**config.mk**
```make
export PLATFORM = sky130hd
export DESIGN_NAME = vec_adder
export DESIGN_NICKNAME = d
export VERILOG_FILES = /design/src/rtl/vec_adder_pkg.sv /design/src/rtl/vec_adder_lane.sv /design/src/rtl/vec_adder.sv
export SDC_FILE = /design/constraint.sdc
export NUM_CORES = 1
export LEC_CHECK = 0
export CAP_MARGIN = 20
export CORE_ASPECT_RATIO = 1.25
export CORE_MARGIN = 8
export CORE_UTILIZATION = 63
export DETAILED_ROUTE_END_ITERATION = 12
export GPL_TIMING_DRIVEN = 0
export PLACE_DENSITY = 0.88
export SETUP_SLACK_MARGIN = 0.2
export SLEW_MARGIN = 20
export SYNTH_ARGS = -nofsm -noshare
export SYNTH_HDL_FRONTEND = slang
export SYNTH_SLANG_ARGS = --single-unit
```
**constraint.sdc**
```tcl
create_clock -name clock -period 11.3 [get_ports clock]
set_input_delay 2.26 -clock clock [delete_from_list [all_inputs] [get_ports clock]]
set_output_delay 2.26 -clock clock [all_outputs]
set_load 0.05 [all_outputs]
```
**src/rtl/vec_adder_pkg.sv**
```systemverilog
// Shared definitions for the vector adder: operation modes and default geometry.
package vec_adder_pkg;

  typedef enum logic [1:0] {
    MODE_ADD  = 2'd0,
    MODE_SUB  = 2'd1,
    MODE_ACC  = 2'd2,
    MODE_RSVD = 2'd3
  } mode_e;

  localparam int DEF_LANES     = 4;
  localparam int DEF_LANE_BITS = 16;

endpackage

```
**src/rtl/vec_adder_lane.sv**
```systemverilog
// One arithmetic lane: add/sub/accumulate with optional unsigned saturation,
// plus the lane's private accumulator register.
module vec_adder_lane
  import vec_adder_pkg::*;
#(
  parameter int LANE_BITS = DEF_LANE_BITS
) (
  input  logic                 clock_i,
  input  logic                 reset_i,
  input  logic                 fire_i,
  input  mode_e                mode_i,
  input  logic                 sat_i,
  input  logic                 acc_clear_i,
  input  logic [LANE_BITS-1:0] a_i,
  input  logic [LANE_BITS-1:0] b_i,
  output logic [LANE_BITS-1:0] res_o,
  output logic                 ovf_o
);

  localparam logic [LANE_BITS+1:0] MAX_SUM = {2'b00, {LANE_BITS{1'b1}}};

  logic [LANE_BITS-1:0] acc_q, acc_d;
  logic [LANE_BITS-1:0] acc_base;
  logic [LANE_BITS+1:0] sum;
  logic [LANE_BITS:0]   diff;

  // A clear coinciding with an accumulate makes that sum start from zero.
  always_comb begin
    acc_base = acc_clear_i ? '0 : acc_q;
    sum      = {2'b00, a_i} + {2'b00, b_i};
    if (mode_i == MODE_ACC) sum = sum + {2'b00, acc_base};
    diff     = {1'b0, a_i} - {1'b0, b_i};
    res_o    = sum[LANE_BITS-1:0];
    ovf_o    = (sum > MAX_SUM);
    if (mode_i == MODE_SUB) begin
      ovf_o = diff[LANE_BITS];
      res_o = diff[LANE_BITS-1:0];
      if (sat_i && ovf_o) res_o = '0;
    end else if (sat_i && ovf_o) begin
      res_o = '1;
    end
  end

  always_comb begin
    acc_d = acc_q;
    if (fire_i && (mode_i == MODE_ACC)) acc_d = res_o;
    else if (acc_clear_i)               acc_d = '0;
  end

  always_ff @(posedge clock_i) begin
    if (!reset_i) acc_q <= '0;
    else          acc_q <= acc_d;
  end

endmodule

```
**src/rtl/vec_adder.sv**
```systemverilog
// Multi-lane vector adder with joined A/B operand handshake and a
// 2-entry result FIFO supporting simultaneous push and pop.
module vec_adder
  import vec_adder_pkg::*;
#(
  parameter int LANES         = DEF_LANES,
  parameter int LANE_BITS     = DEF_LANE_BITS,
  parameter int MEM_DATA_BITS = LANES * LANE_BITS
) (
  input  logic                     clock,
  input  logic                     reset,
  input  logic                     a_valid,
  output logic                     a_ready,
  input  logic [MEM_DATA_BITS-1:0] a_data,
  input  logic                     b_valid,
  output logic                     b_ready,
  input  logic [MEM_DATA_BITS-1:0] b_data,
  input  logic [1:0]               mode,
  input  logic                     sat,
  input  logic                     acc_clear,
  output logic                     c_valid,
  input  logic                     c_ready,
  output logic [MEM_DATA_BITS-1:0] c_data,
  output logic [LANES-1:0]         c_ovf,
  output logic [31:0]              result_count
);

  logic [MEM_DATA_BITS-1:0] data_q [2];
  logic [LANES-1:0]         ovf_q  [2];
  logic [1:0]               count_q, count_d;
  logic                     rd_ptr_q, wr_ptr_q;
  logic                     en_q;
  logic [31:0]              result_count_q;

  logic                     space, fire, pop;
  logic [MEM_DATA_BITS-1:0] res_vec;
  logic [LANES-1:0]         ovf_vec;
  mode_e                    mode_s;

  assign mode_s = mode_e'(mode);

  // en_q keeps the operand side closed for the first cycle after reset release.
  assign c_valid = (count_q != 2'd0) && reset;
  assign pop     = c_valid && c_ready;
  assign space   = reset && en_q && ((count_q != 2'd2) || pop);
  assign fire    = a_valid && b_valid && space;
  assign a_ready = space && b_valid;
  assign b_ready = space && a_valid;

  assign c_data       = data_q[rd_ptr_q];
  assign c_ovf        = ovf_q[rd_ptr_q];
  assign result_count = result_count_q;

  for (genvar i = 0; i < LANES; i++) begin : g_lane
    vec_adder_lane #(
      .LANE_BITS (LANE_BITS)
    ) u_lane (
      .clock_i     (clock),
      .reset_i     (reset),
      .fire_i      (fire),
      .mode_i      (mode_s),
      .sat_i       (sat),
      .acc_clear_i (acc_clear),
      .a_i         (a_data[i*LANE_BITS +: LANE_BITS]),
      .b_i         (b_data[i*LANE_BITS +: LANE_BITS]),
      .res_o       (res_vec[i*LANE_BITS +: LANE_BITS]),
      .ovf_o       (ovf_vec[i])
    );
  end

  always_comb begin
    count_d = count_q;
    if (fire && !pop)      count_d = count_q + 2'd1;
    else if (!fire && pop) count_d = count_q - 2'd1;
  end

  always_ff @(posedge clock) begin
    if (!reset) begin
      count_q        <= '0;
      rd_ptr_q       <= 1'b0;
      wr_ptr_q       <= 1'b0;
      en_q           <= 1'b0;
      result_count_q <= '0;
    end else begin
      count_q <= count_d;
      en_q    <= 1'b1;
      if (fire) wr_ptr_q <= ~wr_ptr_q;
      if (pop) begin
        rd_ptr_q       <= ~rd_ptr_q;
        result_count_q <= result_count_q + 32'd1;
      end
    end
  end

  always_ff @(posedge clock) begin
    if (fire) begin
      data_q[wr_ptr_q] <= res_vec;
      ovf_q[wr_ptr_q]  <= ovf_vec;
    end
  end

endmodule

```
Word level (Yosys, flattened, before mapping)
Memories as Yosys holds them, arrays and structs flattened. A register that Yosys moved wholly into a read port is not among the register bits. Cells that the tools add are included.

RAM bits: 136. Input port bits: 137. Register bits: 101. Memories kept: 2. Output and inout port bits: 103. Word-level logic and storage cells: 96.

Reduce and logical (&&, ||, !) cells: 24. $lt $le $gt $ge: 4. Add/subtract/negate cells: 15. Muxes and demuxes: 37. Equal/unequal tests: 3. Bitwise logic cells: 2.

Memories: data_q (words 2, bits a word 64, read ports 1, clocked after memory_dff 1, write ports 1, RTL line vec_adder.sv:28) `logic [MEM_DATA_BITS-1:0] data_q [2];`; ovf_q (words 2, bits a word 4, read ports 1, clocked after memory_dff 1, write ports 1, RTL line vec_adder.sv:29) `logic [LANES-1:0] ovf_q [2];`.

Operators with widths (count): 2-to-1 mux 16 bit (20); adder 18 x 16 -> 18 bit (4); greater-than comparator 18 x 16 -> 1 bit, second input constant (4); 2-to-1 mux 18 bit (4); adder 16 x 16 -> 17 bit (4); subtractor 16 x 16 -> 17 bit (4); adder 32 x 1 -> 32 bit, second input constant (1); logical AND 1 bit (19); 2-to-1 mux 1 bit (11); 2-to-1 mux 2 bit (2); nonzero test 2 bit (2); adder 2 x 1 -> 2 bit, second input constant (1); == test 2 x 1 -> 1 bit, second input constant (1); == test 2 bit, second input constant (1); zero test 1 bit (2); != test 2 bit, second input constant (1); inverter 1 bit (2); subtractor 2 x 1 -> 2 bit, second input constant (1); logical OR 1 bit (1).

Logic depth before layout (Yosys ltp)
Word-level depth: 10. Mapped depth: 23.

By module
From an unflattened synthesis, not the netlist that was laid out.

Cell total of the unflattened synthesis: 2397. Area total of the unflattened synthesis: 20881.3 sq um.

By module, submodules not included: vec_adder_lane (g_lane[1].u_lane ...) (seq. area each 320.3 sq um, times used 2, area each 3529.6 sq um, cells an instance 484); vec_adder (seq. area each 4844.6 sq um, times used 1, area each 6690.2 sq um, cells an instance 422); vec_adder_lane (g_lane[0].u_lane) (seq. area each 320.3 sq um, times used 1, area each 3634.7 sq um, cells an instance 510); vec_adder_lane (g_lane[3].u_lane) (seq. area each 320.3 sq um, times used 1, area each 3497.1 sq um, cells an instance 497).

Least setup slack after synthesis
No wires, ideal clock.

Path kind: input to register. Start: input reset. End: memory data_q[0][0] in the netlist's numbering, enable pin. Path slack: 4711 ps. Library setup time: 495 ps. Stages: 6. Path buffers: 1. Arrival time: 6095 ps. Cell sequence: buf_2 -> nand2_1 -> a21oi_1 -> and2_1 -> nand2_1 -> nor2_1.

Longest elaborated chain between the ends: 7. Elaborated cells on any way between the ends: 8.

Ends and longest elaborated chain: from (decl) (RTL line vec_adder.sv:11) `input logic reset,`; logical AND 1 bit (RTL line vec_adder.sv:43) `assign c_valid = (count_q != 2'd0) && reset;`; logical AND 1 bit (RTL line vec_adder.sv:44) `assign pop = c_valid && c_ready;`; logical OR 1 bit (RTL line vec_adder.sv:45) `assign space = reset && en_q && ((count_q != 2'd2) || pop);`; logical AND 1 bit * (RTL line vec_adder.sv:45); logical AND 1 bit * (RTL line vec_adder.sv:46) `assign fire = a_valid && b_valid && space;`; 2-to-1 mux 1 bit * (RTL line vec_adder.sv:96) `if (fire) begin`; 2-to-1 mux 1 bit (implied by the code) * (RTL line vec_adder.sv:97) `data_q[wr_ptr_q] <= res_vec;`; to (decl) (RTL line vec_adder.sv:28).

Mark *: on every way between the ends. The rest lies on a longest branch, timed or not.

Final worst setup path
Start: input b_data[49]. End: memory data_q[0][57] in the netlist's numbering (data pin).

Longest elaborated chain between the ends: 7. Elaborated cells on any way between the ends: 10.

Ends and longest elaborated chain: from (decl) (RTL line vec_adder.sv:17) `input logic [MEM_DATA_BITS-1:0] b_data,`; adder 16 x 16 -> 17 bit (RTL line vec_adder_lane.sv:30) `sum = {2'b00, a_i} + {2'b00, b_i};`; adder 18 x 16 -> 18 bit (RTL line vec_adder_lane.sv:31) `if (mode_i == MODE_ACC) sum = sum + {2'b00, acc_base};`; 2-to-1 mux 18 bit (RTL line vec_adder_lane.sv:31); greater-than comparator 18 x 16 -> 1 bit (RTL line vec_adder_lane.sv:34) `ovf_o = (sum > MAX_SUM);`; logical AND 1 bit (RTL line vec_adder_lane.sv:39) `end else if (sat_i && ovf_o) begin`; 2-to-1 mux 16 bit (RTL line vec_adder_lane.sv:39); 2-to-1 mux 16 bit * (RTL line vec_adder_lane.sv:35) `if (mode_i == MODE_SUB) begin`; named net g_lane[3].u_lane.res_o[9] (RTL line vec_adder_lane.sv:16) `output logic [LANE_BITS-1:0] res_o,`.

The timed path passes the listed nets; every way through them passes the cells marked *.

==> reports/metrics.yaml <==
min_path_cells: 2
final.fill_count: 2253
vdd_ir_drop_max_uv: 147
hp-class: "register to register"
vias: 20600
status: "complete, no violations"
fmax_mhz: 131
syn-num-nets: 2751
p_total_mw: 2.89
start_kind: "input port"
drt_iter0_markers: 2301
yosysSeqAreaShare_pct: 29.8
critPathMaxFanout: 10
start_util_pct: 63.4
crit_path_top_delay_cell: "o32ai_1"
die-area_um2: 38700
clockRootBuffer: "clkbuf_16"
antenna_found_initial: 2
cts_hold_buf: 0
place_area_um2: 23500
crit_arrival_ps: 7860
ff2ff_path_depth: 14
path_clk_slew_ps: 70
hpwlAfterDp_um: 55200
finalCritPeriodShare_pct: 67.3
slew_viol_final: 0
rsz0062_at_grt: "false"
syn_area_per_cell_um2: 8.56
slowest_delay_ps: 710
cts.path.max_buffers: 3
place_ws_ps: 3130
hold_viol_final: 0
netlist_area_um2: 20500
synth_warnings: 0
setup_viol: 0
drcViolationCount: 0
wire_per_inst_um: 24.1
finalWeightedCongestion: 1.01
synth_commonest_cells: "nor2_1 (236), ha_1 (202), a21oi_1 (195)"
globalRouteOverflowTotal: 0
core_um2: 32400
regArea_um2: 6130
crit_type: "input port to register"
drtAntennaViolNets: 0
die_y_um: 218
nets: 3019
synth-async-reset-ratio_pct: 0
cts_repair_resize_count: 0
io_buffers: 236
grt_max_degree: 47
dr.pass1.iters: 8
critical_path.cell_chain: "clkdlybuf4s50_1, inv_1, ha_1, nand2b_1, a221oi_1, nor2_1, nor2_1, nor2_1, xnor2_1, inv_1, ha_1, o211ai_1, a21oi_1, o2111ai_1, a21oi_1, o21ai_0, a21o_1, mux2i_2, buf_2, a21oi_1, o32ai_1"
final_area_um2: 24400
yosysMostFrequentCell: "nor2_1"
grt_pass1_vias: 20600
finalClockSkew_ps: 27.9
worstPathRequired_ps: 11550
h-tree-depth: 1
synth_edf_count: 136
drt_wl_total_um: 75000
ys.flop_type: "edfxtp_1"
hold_slack_ps: 516
viasPerCell: 6.61
tightestPinTransition_ps: 1220
post_cts_buffers: 0
yosys-top-cells-area: "edfxtp_1 (20%), ha_1 (12%), dfxtp_1 (9.9%), a21oi_1 (4.8%), nor2_1 (4.3%)"
netlist_instances: 2400
netlist.area_leader.share_pct: 19.9
yosysUniqueCellTypes: 96
ys_ff_latch: 238
end_kind: "register"
setup_ws_ps: 3690
maxCapViolations: 0
grt_pass1_wl_um: 113000
io-pin-count: 240
multiInputGateArea_um2: 13300
cts_tree: "built"
rows: 74
synth_largest_area_cell: "edfxtp_1"
p_per_area_nw_per_um2: 118
cts_buffers: 27
die_w_um: 178
tns_ps: 0
layout_min_cycle_time_ps: 7610
relSlewSlack_pct: 18.6
p_leak_nw: 9.93
clock_sinks: 238
clock_latency_ps: 580
areaGrowthSynthToFinish_pct: 18.8
track_usage_pct: 37.2
drive_gt1_share_pct: 7.47
==> kinds of logic after synthesis <==
kind of cell             Yosys count  share of synthesized area (%)
AO/OA/AOI/OAI                    695                           22.5
XOR/XNOR                         164                           6.99
adder cells (fa/ha/maj)          214                           13.5
buffers and inverters            285                           5.44
flip-flops                       238                           29.8
multiplexers                      77                           4.20
AND/OR/NAND/NOR                  727                           17.6
==> through the flow <==
step	utilization, %	cells
floorplan	-	2400
finish	75.3	3109
global route	75.3	3107
global placement	72.3	3054
CTS	75.3	3107
detailed placement	72.5	3057
==> final cells by class <==
type | count | area share (%)
diodes | 2 | 0.0205
plain buffers | 121 | 2.06
clock buffers | 31 | 2.96
clock inverters | 19 | 0.708
inverters | 164 | 2.52
multi-input cells | 1877 | 54.5
flip-flops and latches | 238 | 25.1
well taps | 418 | 2.14
repair buffers | 239 | 9.96
==> cells in the final DEF, fill, tap and decap left out, drive strengths merged, types with 32 or more instances in the layout <==
cell           Yosys  layout
a211oi            37      37
a21o              45      45
a21oi            197     197
a31oi             32      32
buf               32      35
clkbuf            89     120
clkdlybuf4s50      0     236
dfxtp            102     102
edfxtp           136     136
ha               202     202
inv              161     165
mux2              70      70
nand2            114     114
nand2b            49      49
nand3             51      51
nor2             237     237
nor2b             87      87
nor3              61      61
o21ai            141     141
o22ai             35      35
xnor2             94      94
xor2              70      70
==> routing by layer <==
layer  part of all wire (%)  vias to the layer above  GRT usage, %
met2                     49                     1380          65.1
li1                       -                     9199             -
met3                    9.9                      402          7.17
met5                      0                        -             0
met4                    7.2                        0          24.7
met1                     34                     9574          40.3
==> power breakdown <==
| group | internal (mW) | leakage, nW | total, mW | switching (mW) |
|---|---|---|---|---|
| combinational | 0.380 | 7.46 | 1.01 | 0.634 |
| clock | 0.508 | 0.425 | 0.919 | 0.410 |
| sequential | 0.952 | 2.05 | 0.956 | 0.00405 |
| total | 1.84 | 9.93 | 2.89 | 1.05 |
==> final timing paths <==
path / from / to / slack [ps]
setup / recovery: b_data[49] / data_q[0][57] / 3690
hold / removal: result_count[1] / result_count[1] / 520
setup reg to reg: g_lane[3].u_lane.acc_q[0] / data_q[0][57] / 6740
hold reg to reg: result_count[1] / result_count[1] / 520
==> critical path: cells and delay by family <==
family / cells / cell delay, ps
compound gates: 9 / 2820
mux: 1 / 340
simple gates: 4 / 440
buf+inv: 4 / 1080
fa+ha+maj: 2 / 650
xor+xnor: 1 / 270
==> state kept, by name, summed over array words and instances, names as in the netlist, named ones only <==
register and cells:
g_lane.u_lane.acc_q 64, ovf_q 8, count_q 2, data_q 128
wr_ptr_q 1, en_q 1, rd_ptr_q 1, result_count 32
No activity file was read; power rests on OpenSTA's default activity.
